### src/rtl/fetch_stage.sv
// LEGv8 instruction-fetch stage: owns the PC, drives the combinational instruction
// memory, and fills the IF/ID register with stall, branch-redirect and halt handling.
module fetch_stage #(
    parameter logic [63:0] RESET_PC  = 64'h0,
    parameter logic [63:0] HALT_ADDR = 64'h054,
    parameter int          CNT_W     = 32
) (
    input  logic             CLK,
    input  logic             Reset,
    input  logic             Stall,
    input  logic             BranchTaken,
    input  logic [63:0]      BranchTarget,
    output logic [63:0]      InstrAddress,
    input  logic [31:0]      InstrData,
    output logic [31:0]      IfIdInstr,
    output logic [63:0]      IfIdPC,
    output logic             IfIdValid,
    output logic             Halted,
    output logic [CNT_W-1:0] FetchCount
);

    typedef enum logic [0:0] {
        ST_RUN  = 1'b0,
        ST_HALT = 1'b1
    } state_t;

    state_t           state_r;
    state_t           state_next_s;
    logic [63:0]      pc_r;
    logic [63:0]      pc_next_s;
    logic [31:0]      instr_r;
    logic [31:0]      instr_next_s;
    logic [63:0]      ifid_pc_r;
    logic [63:0]      ifid_pc_next_s;
    logic             valid_r;
    logic             valid_next_s;
    logic [CNT_W-1:0] cnt_r;
    logic [CNT_W-1:0] cnt_next_s;

    // Redirect targets are word-aligned; the low two bits are deliberately dropped.
    logic unused_tgt_s;
    assign unused_tgt_s = ^BranchTarget[1:0];

    // Next-state and IF/ID update, with branch taking priority over stall.
    always_comb begin
        state_next_s   = state_r;
        pc_next_s      = pc_r;
        instr_next_s   = instr_r;
        ifid_pc_next_s = ifid_pc_r;
        valid_next_s   = valid_r;
        cnt_next_s     = cnt_r;
        if (BranchTaken) begin
            pc_next_s    = {BranchTarget[63:2], 2'b00};
            valid_next_s = 1'b0;
            state_next_s = ST_RUN;
        end else if (Stall) begin
            pc_next_s    = pc_r;
            valid_next_s = valid_r;
        end else begin
            case (state_r)
                ST_RUN: begin
                    instr_next_s   = InstrData;
                    ifid_pc_next_s = pc_r;
                    valid_next_s   = 1'b1;
                    cnt_next_s     = cnt_r + {{(CNT_W-1){1'b0}}, 1'b1};
                    pc_next_s      = pc_r + 64'd4;
                    if (pc_r == HALT_ADDR) begin
                        state_next_s = ST_HALT;
                    end else begin
                        state_next_s = ST_RUN;
                    end
                end
                ST_HALT: begin
                    // PC parks one word past the last instruction while IF/ID drains.
                    valid_next_s = 1'b0;
                end
                default: begin
                    state_next_s = ST_RUN;
                    valid_next_s = 1'b0;
                end
            endcase
        end
    end

    // Fetch state, PC and IF/ID pipeline register.
    always_ff @(posedge CLK or posedge Reset) begin
        if (Reset) begin
            state_r   <= ST_RUN;
            pc_r      <= RESET_PC;
            instr_r   <= 32'h0;
            ifid_pc_r <= 64'h0;
            valid_r   <= 1'b0;
            cnt_r     <= {CNT_W{1'b0}};
        end else begin
            state_r   <= state_next_s;
            pc_r      <= pc_next_s;
            instr_r   <= instr_next_s;
            ifid_pc_r <= ifid_pc_next_s;
            valid_r   <= valid_next_s;
            cnt_r     <= cnt_next_s;
        end
    end

    assign InstrAddress = pc_r;
    assign IfIdInstr    = instr_r;
    assign IfIdPC       = ifid_pc_r;
    assign IfIdValid    = valid_r;
    assign FetchCount   = cnt_r;
    assign Halted       = (state_r == ST_HALT);

endmodule

### config.mk
export PLATFORM = sky130hd
export DESIGN_NAME = fetch_stage
export DESIGN_NICKNAME = d
export VERILOG_FILES = /design/src/rtl/fetch_stage.sv
export SDC_FILE = /design/constraint.sdc
export NUM_CORES = 1
export LEC_CHECK = 0
export CORE_ASPECT_RATIO = 0.8
export CORE_MARGIN = 2
export CORE_UTILIZATION = 46
export DETAILED_ROUTE_END_ITERATION = 12
export PLACE_DENSITY = 0.9
export SLEW_MARGIN = 5
export SYNTH_ARGS = -nofsm -noshare
export SYNTH_HDL_FRONTEND = slang
export SYNTH_SLANG_ARGS = --single-unit
### constraint.sdc
create_clock -name CLK -period 7.8 [get_ports CLK]
set_input_delay 0.78 -clock CLK [delete_from_list [all_inputs] [get_ports CLK]]
set_output_delay 0.78 -clock CLK [all_outputs]
set_load 0.1 [all_outputs]
==> summary.txt <==
Outcome: finished clean
Die height: 128 um
Crit path cell chain: clkdlybuf4s50_1, or3b_1, or4_4, nor4_2, or4b_1, nand3_1
Cts repair resizes: 0
DRT Pass-1 Iters: 5
Initial antenna violation count: 1
WP buf/inv: 1
Final slew viol count: 0
Final hold viol count: 0
CTS Hold Bufs: 0
Congestion Overflow GR: 0
Crit path launch type: primary input
Post-Synth Adder-Cell Area: 0.424%
Synth Area in XOR/XNOR: 6.43%
Syn. warnings: 0
Synth top area cells: dfrtp_1, nand2_1, xnor2_1
VDD IR max: 197 uV
Delay-heaviest family, CP: simple AND/OR/NAND/NOR gates
Yosys top cell by area: dfrtp_1
Total Routing Usage GR: 27.3%
Final min period: 3.60 ns
Share of layout cells above drive strength 1: 4.17%
Leakage: 0.00538 uW
Synth Area in Compound Gates: 6.15%
Final WL: 27.8 mm
Post-Syn Area: 8850 um2
I/O Pins: 294
Post-route DRC: 0
Relative slew slack: 28.5%
Root buf cell: clkbuf_16
#FFs+latches synth: 190
WS Path Type: in2reg
Vias in the first global route: 8,226
CTS max path bufs: 2
Die X: 159 um
CTS buffer count: 17
Port buffer count: 287
Largest family of logic cells by synthesized area: simple AND/OR/NAND/NOR gates
Crit end category: flip-flop
Postcts setup bufs: 0
Die area: 20,400 um2
Arr. time, crit path: 3.96 ns
Core Area: 18,900 um2
Final GP Congestion: 0.869
Seq/Total Area, Yosys: 53.7%
Starting density of the core: 46.8%
RSZ-0062 raised after global routing: no
H-tree levels: 4
Unique cell type count in the Yosys netlist: 44
Most frequent cell after synthesis: nand2_1
WL/cell: 18.1 um
Core Rows: 45
Worst slew pin tran: 1.07 ns
Synth top cells by count: nand2_1, dfrtp_1, o21ai_0, clkbuf_1, nor2_1
Setup TNS Final: 0 ns
Syn_area_per_cell: 8.83 um2
Yosys top cell area share: 53.7%
Vias per cell: 5.51
Slowest stage delay, CP: 0.87 ns
Initial DRC Count: 797
Reg2reg setup slack: 4.42 ns
Tcrit/Tclk final: 46.1%
Via count: 8,434
Pwr Density: 277 nW/um2
F_max: 278 MHz
Mux cell area share after synthesis: 0.254%
Clock sink count: 190
Mapped Cells: 1,003
Crit-path slowest cell: nor4_2
Worst-path maximum fanout: 9
Largest net degree at the start of global routing: 130
Final setup violation count: 0
Nets: 1,360
Worst skew pair latency: 0.43 ns
Global-route wire length before repair: 43.9 mm
DRT antenna net count: 0
Max-Cap Viols: 0
# fillers: 1,497
Simple-gate share of the synthesized area: 29.4%
Area Overhead vs Synth: 40.7%
Clock transition at the registers of the reported paths: 0.07 ns
CP required: 8.16 ns
Hold Path Class: reg2reg
Top_reg_cell synth: dfrtp_1
CTS tree: done
Place WS: 3.85 ns
Post-synth EDFFs: 0
Clock Skews: 0.0158 ns
Worst setup margin: 4.20 ns
Ys async rst share: 100%
Hpwl dp: 19.6 mm
report_power, final:
part / internal [uW] / leakage (uW) / switching (uW)
sequential: 1100 / 0.00235 / 135
combinational: 304 / 0.00275 / 1060
clock: 435 / 0.000280 / 425
path summary, 6_finish.rpt:
| path | from | depth (start not counted) | endpoint |
|---|---|---|---|
| hold / removal | IfIdPC[45]$_DFFE_PP0P_ | 2 | IfIdPC[45]$_DFFE_PP0P_ |
| setup / recovery | Stall | 6 | InstrAddress[38]$_DFFE_PP0P_ |
| hold reg to reg | IfIdPC[45]$_DFFE_PP0P_ | 2 | IfIdPC[45]$_DFFE_PP0P_ |
| setup reg to reg | InstrAddress[2]$_DFFE_PP0P_ | 6 | InstrAddress[38]$_DFFE_PP0P_ |
| min in group asynchronous | Reset | 2 | IfIdInstr[13]$_DFFE_PP0P_ |
| max in group asynchronous | Reset | 3 | InstrAddress[22]$_DFFE_PP0P_ |
sequential cells by signal (all words and copies together), names as in the netlist:
register and flops:
Halted 1, FetchCount 32, IfIdInstr 32, InstrAddress 62
IfIdPC 62, IfIdValid 1
layout make-up:
type                    count  area (um2)  area share [%]
flip-flops and latches    190        4750            38.2
repair buffers            293        2910            23.4
inverters                  17        71.3           0.573
well taps                 258         323            2.59
diodes                      2        5.00          0.0402
clock buffers              18         439            3.53
multi-input cells         738        3800            30.5
clock inverters            14         148            1.19
tightest hold or removal path: stages (launching register included):
cell and delay (ns):
dfrtp_1 0.34, nand2_1 0.05, nand2_1 0.05
placed cells by master (no fill, tap or decap), types with 4 or more instances in the layout:
master | netlist | final
conb_1 | 1 | 4
o211ai_1 | 4 | 4
nor3_1 | 16 | 15
buf_4 | 4 | 6
dfrtp_1 | 190 | 190
inv_6 | 0 | 4
nor4_1 | 28 | 28
nand3_1 | 38 | 38
and3_1 | 7 | 7
xnor2_1 | 38 | 38
inv_1 | 16 | 15
o21ai_0 | 50 | 50
o311ai_0 | 5 | 5
clkdlybuf4s50_1 | 0 | 286
and2_1 | 4 | 4
o31ai_1 | 5 | 5
clkbuf_16 | 0 | 17
nor2_1 | 48 | 48
or4_1 | 11 | 11
nand2_1 | 347 | 347
or2_2 | 4 | 4
nor4b_1 | 5 | 5
a31oi_1 | 15 | 15
or3_1 | 16 | 15
xor2_1 | 27 | 27
nand4_1 | 39 | 39
kinds of logic after synthesis:
logic type	after synthesis
other cells	1
simple gates	574
mux	2
buf+inv	78
flops	190
compound gates	90
xor+xnor	65
fa+ha+maj	3
metal layers:
metal  share of wire (%)  wire length [um]  global-route usage [%]
met5                   0                 0                       0
met4                 2.6               733                    10.3
met3                 8.2              2290                    7.18
met2                  48             13200                    45.0
met1                  42             11500                    35.0
through the flow:
step	cell area [um2]	instances	power [uW]	util, %	hold WS [ns]
global placement	11900	1496	2580	62.7	0.456
CTS	12500	1528	3470	65.8	0.480
floorplan	8860	1006	2230	-	0.885
finish	12500	1530	3450	65.8	0.477
detailed placement	11900	1496	2610	62.7	0.461
global route	12500	1529	3570	65.8	0.496
No activity file was read; power rests on OpenSTA's default activity.
